File: src/rtl/c16_mem_pkg.sv
// Shared types and constants for the C16 SRAM arbiter: FSM states, request
// sources, request kinds and the pending-entry payload.
package c16_mem_pkg;

    localparam int unsigned PADDR_W = 18;
    localparam int unsigned DATA_W  = 8;
    localparam int unsigned CADDR_W = 16;

    localparam logic [PADDR_W-1:0] RAM_BASE_DEF = 18'h00000;
    localparam logic [PADDR_W-1:0] ROM_BASE_DEF = 18'h10000;

    typedef enum logic [1:0] {
        ST_IDLE,
        ST_SETUP,
        ST_STROBE,
        ST_LATCH
    } state_t;

    typedef enum logic {
        SRC_C16,
        SRC_DL
    } src_t;

    typedef enum logic [1:0] {
        REQ_NONE,
        REQ_RAM,
        REQ_ROM
    } req_kind_t;

    typedef struct packed {
        logic [PADDR_W-1:0] addr;
        logic               write;
        logic [DATA_W-1:0]  data;
    } mem_req_t;

endpackage

File: src/rtl/c16_addr_map.sv
// Turns C16 strobe edges into a request kind, 18-bit physical address and
// direction. A ROM edge always shadows a simultaneous CAS edge.
module c16_addr_map
    import c16_mem_pkg::*;
#(
    parameter logic [PADDR_W-1:0] RAM_BASE = RAM_BASE_DEF,
    parameter logic [PADDR_W-1:0] ROM_BASE = ROM_BASE_DEF
) (
    input  logic               cas_n,
    input  logic               cas_q,
    input  logic               cs0_n,
    input  logic               cs0_q,
    input  logic               cs1_n,
    input  logic               cs1_q,
    input  logic               rw,
    input  logic [3:0]         rom_sel,
    input  logic [CADDR_W-1:0] c16_addr,
    output req_kind_t          kind_c,
    output logic [PADDR_W-1:0] paddr_c,
    output logic               write_c
);

    logic       cas_fall;
    logic       cs0_fall;
    logic       cs1_fall;
    logic       kernal_side;
    logic [1:0] bank;

    assign cas_fall    = cas_q & ~cas_n;
    assign cs0_fall    = cs0_q & ~cs0_n;
    assign cs1_fall    = cs1_q & ~cs1_n;
    assign kernal_side = cs1_fall & ~cs0_fall;
    assign bank        = kernal_side ? rom_sel[3:2] : rom_sel[1:0];

    // ROM writes are swallowed; they also discard a coincident CAS edge
    always_comb begin
        kind_c  = REQ_NONE;
        paddr_c = '0;
        write_c = 1'b0;
        if (cs0_fall || cs1_fall) begin
            if (rw) begin
                kind_c  = REQ_ROM;
                paddr_c = ROM_BASE + PADDR_W'({bank, kernal_side, c16_addr[13:0]});
            end
        end else if (cas_fall) begin
            kind_c  = REQ_RAM;
            paddr_c = RAM_BASE + PADDR_W'(c16_addr);
            write_c = ~rw;
        end
    end

endmodule

File: src/rtl/c16_mem_arbiter.sv
// Single-port SRAM sequencer shared by C16 RAM/ROM cycles and the ROM download
// port; C16 requests always win over the download buffer.
module c16_mem_arbiter
    import c16_mem_pkg::*;
#(
    parameter logic [PADDR_W-1:0] RAM_BASE = RAM_BASE_DEF,
    parameter logic [PADDR_W-1:0] ROM_BASE = ROM_BASE_DEF
) (
    input  logic               CLK28,
    input  logic               RESET_N,
    input  logic [CADDR_W-1:0] C16_ADDR,
    input  logic [DATA_W-1:0]  C16_DOUT,
    input  logic               RW,
    input  logic               CAS,
    input  logic               CS0,
    input  logic               CS1,
    input  logic [3:0]         ROM_SEL,
    output logic [DATA_W-1:0]  C16_DIN,
    input  logic               DL_WR,
    input  logic [PADDR_W-1:0] DL_ADDR,
    input  logic [DATA_W-1:0]  DL_DATA,
    output logic               DL_BUSY,
    output logic               DL_OVERRUN,
    output logic [PADDR_W-1:0] MEM_ADDR,
    output logic [DATA_W-1:0]  MEM_DQ_O,
    input  logic [DATA_W-1:0]  MEM_DQ_I,
    output logic               MEM_CE_N,
    output logic               MEM_OE_N,
    output logic               MEM_WE_N
);

    logic               cas_q, cs0_q, cs1_q;
    req_kind_t          req_kind_c;
    logic [PADDR_W-1:0] req_addr_c;
    logic               req_write_c;

    state_t             state_q, state_d;
    src_t               src_q, src_d;
    logic               write_q, write_d;
    mem_req_t           c16_pend_q, c16_pend_d;
    logic               c16_valid_q, c16_valid_d;
    mem_req_t           dl_buf_q, dl_buf_d;
    logic               dl_valid_q, dl_valid_d;
    logic               dl_busy_d, dl_overrun_d;
    logic [PADDR_W-1:0] mem_addr_d;
    logic [DATA_W-1:0]  mem_dq_d, c16_din_d;
    logic               ce_n_d, oe_n_d, we_n_d;

    c16_addr_map #(
        .RAM_BASE (RAM_BASE),
        .ROM_BASE (ROM_BASE)
    ) u_addr_map (
        .cas_n    (CAS),
        .cas_q    (cas_q),
        .cs0_n    (CS0),
        .cs0_q    (cs0_q),
        .cs1_n    (CS1),
        .cs1_q    (cs1_q),
        .rw       (RW),
        .rom_sel  (ROM_SEL),
        .c16_addr (C16_ADDR),
        .kind_c   (req_kind_c),
        .paddr_c  (req_addr_c),
        .write_c  (req_write_c)
    );

    // Next-state and next-output logic; strobe values describe the state being entered
    always_comb begin
        state_d      = state_q;
        src_d        = src_q;
        write_d      = write_q;
        c16_pend_d   = c16_pend_q;
        c16_valid_d  = c16_valid_q;
        dl_buf_d     = dl_buf_q;
        dl_valid_d   = dl_valid_q;
        dl_busy_d    = DL_BUSY;
        dl_overrun_d = DL_OVERRUN;
        mem_addr_d   = MEM_ADDR;
        mem_dq_d     = MEM_DQ_O;
        c16_din_d    = C16_DIN;
        ce_n_d       = 1'b1;
        oe_n_d       = 1'b1;
        we_n_d       = 1'b1;

        unique case (state_q)
            ST_IDLE: begin
                if (c16_valid_q) begin
                    mem_addr_d  = c16_pend_q.addr;
                    mem_dq_d    = c16_pend_q.data;
                    write_d     = c16_pend_q.write;
                    src_d       = SRC_C16;
                    c16_valid_d = 1'b0;
                    ce_n_d      = 1'b0;
                    state_d     = ST_SETUP;
                end else if (dl_valid_q) begin
                    mem_addr_d = dl_buf_q.addr;
                    mem_dq_d   = dl_buf_q.data;
                    write_d    = dl_buf_q.write;
                    src_d      = SRC_DL;
                    dl_valid_d = 1'b0;
                    ce_n_d     = 1'b0;
                    state_d    = ST_SETUP;
                end
            end
            ST_SETUP: begin
                ce_n_d  = 1'b0;
                oe_n_d  = write_q;
                we_n_d  = ~write_q;
                state_d = ST_STROBE;
            end
            ST_STROBE: begin
                if (!write_q) begin
                    c16_din_d = MEM_DQ_I;
                end
                if (src_q == SRC_DL) begin
                    dl_busy_d = 1'b0;
                end
                state_d = ST_LATCH;
            end
            ST_LATCH: begin
                state_d = ST_IDLE;
            end
            default: begin
                state_d = ST_IDLE;
            end
        endcase

        // A fresh C16 edge overwrites the pending entry, even one granted this cycle
        if (req_kind_c != REQ_NONE) begin
            c16_valid_d = 1'b1;
            c16_pend_d  = '{addr: req_addr_c, write: req_write_c, data: C16_DOUT};
        end

        if (DL_WR) begin
            if (DL_BUSY) begin
                dl_overrun_d = 1'b1;
            end else begin
                dl_buf_d   = '{addr: DL_ADDR, write: 1'b1, data: DL_DATA};
                dl_valid_d = 1'b1;
                dl_busy_d  = 1'b1;
            end
        end
    end

    always_ff @(posedge CLK28 or negedge RESET_N) begin
        if (!RESET_N) begin
            cas_q       <= 1'b1;
            cs0_q       <= 1'b1;
            cs1_q       <= 1'b1;
            state_q     <= ST_IDLE;
            src_q       <= SRC_C16;
            write_q     <= 1'b0;
            c16_pend_q  <= '0;
            c16_valid_q <= 1'b0;
            dl_buf_q    <= '0;
            dl_valid_q  <= 1'b0;
            DL_BUSY     <= 1'b0;
            DL_OVERRUN  <= 1'b0;
            MEM_ADDR    <= '0;
            MEM_DQ_O    <= '0;
            C16_DIN     <= 8'hFF;
            MEM_CE_N    <= 1'b1;
            MEM_OE_N    <= 1'b1;
            MEM_WE_N    <= 1'b1;
        end else begin
            cas_q       <= CAS;
            cs0_q       <= CS0;
            cs1_q       <= CS1;
            state_q     <= state_d;
            src_q       <= src_d;
            write_q     <= write_d;
            c16_pend_q  <= c16_pend_d;
            c16_valid_q <= c16_valid_d;
            dl_buf_q    <= dl_buf_d;
            dl_valid_q  <= dl_valid_d;
            DL_BUSY     <= dl_busy_d;
            DL_OVERRUN  <= dl_overrun_d;
            MEM_ADDR    <= mem_addr_d;
            MEM_DQ_O    <= mem_dq_d;
            C16_DIN     <= c16_din_d;
            MEM_CE_N    <= ce_n_d;
            MEM_OE_N    <= oe_n_d;
            MEM_WE_N    <= we_n_d;
        end
    end

endmodule

File: config.mk
export PLATFORM = sky130hd
export DESIGN_NAME = c16_mem_arbiter
export DESIGN_NICKNAME = d
export VERILOG_FILES = /design/src/rtl/c16_mem_pkg.sv /design/src/rtl/c16_addr_map.sv /design/src/rtl/c16_mem_arbiter.sv
export SDC_FILE = /design/constraint.sdc
export NUM_CORES = 1
export LEC_CHECK = 0
export ABC_CLOCK_PERIOD_IN_PS = 5700
export BUFFER_PORTS_ARGS = -buffer_cell sky130_fd_sc_hd__buf_2
export CORE_MARGIN = 3
export CORE_UTILIZATION = 25
export DETAILED_ROUTE_END_ITERATION = 12
export PLACE_DENSITY = 0.5
export SYNTH_ARGS = -nofsm -noshare
export SYNTH_HDL_FRONTEND = slang
export SYNTH_HIERARCHICAL = 1
export SYNTH_SLANG_ARGS = --single-unit
File: constraint.sdc
create_clock -name CLK28 -period 5.7 [get_ports CLK28]
set_input_delay 1.14 -clock CLK28 [delete_from_list [all_inputs] [get_ports CLK28]]
set_output_delay 1.14 -clock CLK28 [all_outputs]
set_load 0.005 [all_outputs]
==> results.txt <==
----------------------------------------------------
[Synth]
  Mapped Cells ... between 300 and 400
  Flip-flop and latch count after synthesis ... approximately 100
  Mean Syn Cell Area ... between 10 and 15 µm²
  YS warnings ... 6
  Sequential area share after synthesis ... 0.5668
  Synth Flop Type ... sky130_fd_sc_hd__dfrtp_1
  Post-synth EDFFs ... 0
  Ys async rst share ... 1.000
  Number of different library cells in the post-synthesis netlist ... 41
  Mapped cell area ... 0.004534 mm²
  Post-synth net total ... between 400 and 500

[Global routing]
  Total track usage ... 0.1115
  Antenna violations before repair ... 0
  Vias in the first global route ... 3,070
  Overflow after GRT ... 0
  Maximum number of pins on one net before global-route repair ... 53
  Wire length of the first global-routing pass ... 17,080 µm

[Clocking]
  Later-pin clock latency in the skew report ... between 0.3 and 0.4 ns
  CTS clock-pin slew for the worst setup and hold paths ... 0.07 ns
  H-tree levels ... 3
  Clock sink total ... 102
  TritonCTS clock tree ... yes
  Max clock buf depth ... 2
  Root buffer cell ... sky130_fd_sc_hd__clkbuf_16
  Hold bufs inserted after CTS ... 0
  Cts bufs inserted ... 9
  Cts repair resizes ... 0
  # Post-CTS Setup Buffers ... 0

[Hold path]
  Hold-critical path depth ... 1
  Start point of the worst min-delay path ... write_q
  End point of the worst hold path ... MEM_WE_N
  Tightest Hold Check Type ... flop to flop

[Die]
  Initial core utilization ... 0.2586
  Row cnt ... 48
  Die extent in y ... approximately 140 µm
  Total core area ... roughly 0.018 mm²
  Die Span X ... between 100 and 150 µm
  Number of ports placed on the die boundary ... around 110
  Die footprint ... ~0.020 mm²

[Detailed routing]
  Count of antenna-violating nets left after detailed routing ... 0
  Average wire per standard cell ... 15.81 µm
  Overall via count from detail_route ... 3,003
  Average vias per placed instance ... approximately 4.4
  DRC Markers ... 0
  Routed Wire Length ... about 11,000 µm
  Iteration count of the initial detailed-routing pass ... 6
  Iteration-0 DRC count of the detailed router ... between 200 and 300

[Worst setup path]
  Highest fanout seen on the critical path ... 28
  Launch instance of the worst register-to-register path ... cs1_q
  Kind of start point of the critical path ... primary input
  Critical register-to-register path endpoint ... c16_pend_q[15]
  Data required time at the worst endpoint ... between 5 and 6 ns
  Slack of the worst reg-to-reg path ... between 3 and 4 ns
  Worst reg2reg path depth ... 5
  Arrival @ worst endpoint ... 2.92 ns
  Classification of the worst setup path ... primary input to flop
  Type of element capturing the critical path ... flop

[Place]
  Post-placement setup slack ... 2.610 ns
  Hpwl dp ... roughly 7600 µm
  Placed instance count ... 670
  Last weighted congestion value of the routability-driven placer ... 0.7927
  Number of buffers added on ports ... ~110

[Pwr]
  P per Cell Area ... ~480 mW/mm²
  Leakage Power ... approximately 2.6 nW
  Overall Power ... roughly 2.6 mW
  IR drop worst, VDD ... 0.1812 mV

[STA]
  Headroom to the max-slew limit ... 0.3084
  Final-layout worst hold slack ... approximately 0.43 ns
  Maximum clock frequency ... between 300 and 400 MHz
  Final critical-path share of the clock period ... 0.4737
  Setup TNS ... 0 ns
  Fin. Hold Viols ... 0
  Unrepaired setup endpoints after global routing ... false
  Least-Margin Pin Slew ... between 1 and 1.5 ns
  Final worst slack ... around 3 ns
  Min Clock Period, post-route ... about 2.7 ns
  Setup violations, final ... 0
  Maximum clock skew at final layout ... between 0.007 and 0.008 ns
  Final count of pins violating max slew ... 0

[Layout]
  Antenna fix cells ... 0
  Final std cells w/o fill ... around 700
  Total Nets Final ... between 500 and 600
  Area added between synthesis and finish ... 21.14%
  Share of final-layout standard cells stronger than drive strength 1 ... 0.3427
  Fill cell total of the finished layout ... 1,808
  Most common cell after layout, fill and taps aside ... sky130_fd_sc_hd__buf_2
  Most frequent cells in the layout ... 106 x sky130_fd_sc_hd__buf_2, 88 x sky130_fd_sc_hd__dfrtp_1, 61 x sky130_fd_sc_hd__inv_1, 61 x sky130_fd_sc_hd__mux2_1, 27 x sky130_fd_sc_hd__nor2b_1

[Status]
  Run status ... completed

[Run]
  Number of max-cap violations ... 0

----------------------------------------------------
-- cells in the mapped netlist, types with 2 or more instances --
cell type	instances	area share
sky130_fd_sc_hd__nand3_1	4	0.0044
sky130_fd_sc_hd__nand2_1	3	0.0025
sky130_fd_sc_hd__nor2_1	5	0.0041
sky130_fd_sc_hd__a21boi_0	8	0.013
sky130_fd_sc_hd__dfrtp_1	88	0.49
sky130_fd_sc_hd__a222oi_1	26	0.057
sky130_fd_sc_hd__nor2b_1	29	0.040
sky130_fd_sc_hd__ha_1	3	0.0083
sky130_fd_sc_hd__inv_1	61	0.050
sky130_fd_sc_hd__clkbuf_1	3	0.0025
sky130_fd_sc_hd__o21ai_0	2	0.0022
sky130_fd_sc_hd__o21ai_2	2	0.0039
sky130_fd_sc_hd__a21boi_2	7	0.017
sky130_fd_sc_hd__mux2_1	61	0.15
sky130_fd_sc_hd__buf_6	7	0.017
sky130_fd_sc_hd__dfstp_2	14	0.081
sky130_fd_sc_hd__buf_2	6	0.0066
sky130_fd_sc_hd__buf_4	3	0.0050
-- how the worst max path moves through the flow --
stage / startpoint / endpoint / slack, ns / cells past startpoint
final: CS1 / c16_pend_q[15] / 3.00 / 6
after global routing: CS1 / c16_pend_q[15] / 2.79 / 6
after CTS: CS1 / c16_pend_q[15] / 2.98 / 6
after detailed placement: CS1 / c16_pend_q[6] / 2.61 / 6
after global placement: CS1 / c16_pend_q[2] / 2.68 / 6
after floorplan: CS1 / c16_pend_q[10] / 2.85 / 7
-- per-stage QoR --
stage               area (µm²)    util
floorplan                 4534       -
global placement          5226  0.2980
detailed placement        5226  0.2980
CTS                       5493  0.3132
global route              5493  0.3132
finish                    5493  0.3132
-- worst max-delay path, stage by stage --
cell and delay, ns:
sky130_fd_sc_hd__buf_2 0.11, sky130_fd_sc_hd__nor2b_2 0.21, sky130_fd_sc_hd__or4b_4 0.31, sky130_fd_sc_hd__inv_1 0.11
sky130_fd_sc_hd__nor2_4 0.65, sky130_fd_sc_hd__mux2_1 0.38
-- state kept, by name, summed over array words and instances, names as in the netlist, 2 cells and up --
| name | flops |
|---|---|
| MEM_DQ_O | 8 |
| C16_DIN | 8 |
| MEM_ADDR | 18 |
| state_q | 2 |
| c16_pend_q | 27 |
| dl_buf_q | 27 |
-- per-layer routing --
layer	wire length (µm)	GRT usage	up-vias
met3	697	0.03324	13
li1	-	-	1415
met5	0	0	-
met4	189	0.04080	0
met2	5136	0.1764	107
met1	4824	0.1448	1468
-- area by class of cell --
| class | count | area, µm² | share of cell area |
|---|---|---|---|
| sequential | 102 | 2570 | 0.4679 |
| multi-input combinational | 171 | 1578 | 0.2872 |
| timing repair buffer | 111 | 568.0 | 0.1034 |
| tap | 225 | 281.5 | 0.05125 |
| clock buffer | 10 | 229.0 | 0.04169 |
| inverter | 61 | 229.0 | 0.04169 |
| clock inverter | 6 | 37.54 | 0.006834 |
-- where the power goes --
group | internal [mW] | switching, mW
logic | 0.446 | 0.413
registers | 1.04 | 0.182
clock network | 0.296 | 0.268
-- kinds of logic after synthesis --
| group | after synthesis | synth area share |
|---|---|---|
| buffers and inverters | 82 | 0.08747 |
| and+or+nand+nor | 52 | 0.07450 |
| adders and majority gates | 3 | 0.008279 |
| AOI/OAI and AO/OA | 54 | 0.1082 |
| muxes | 62 | 0.1548 |
| DFF | 102 | 0.5668 |
(Power assumes the default switching activity.)
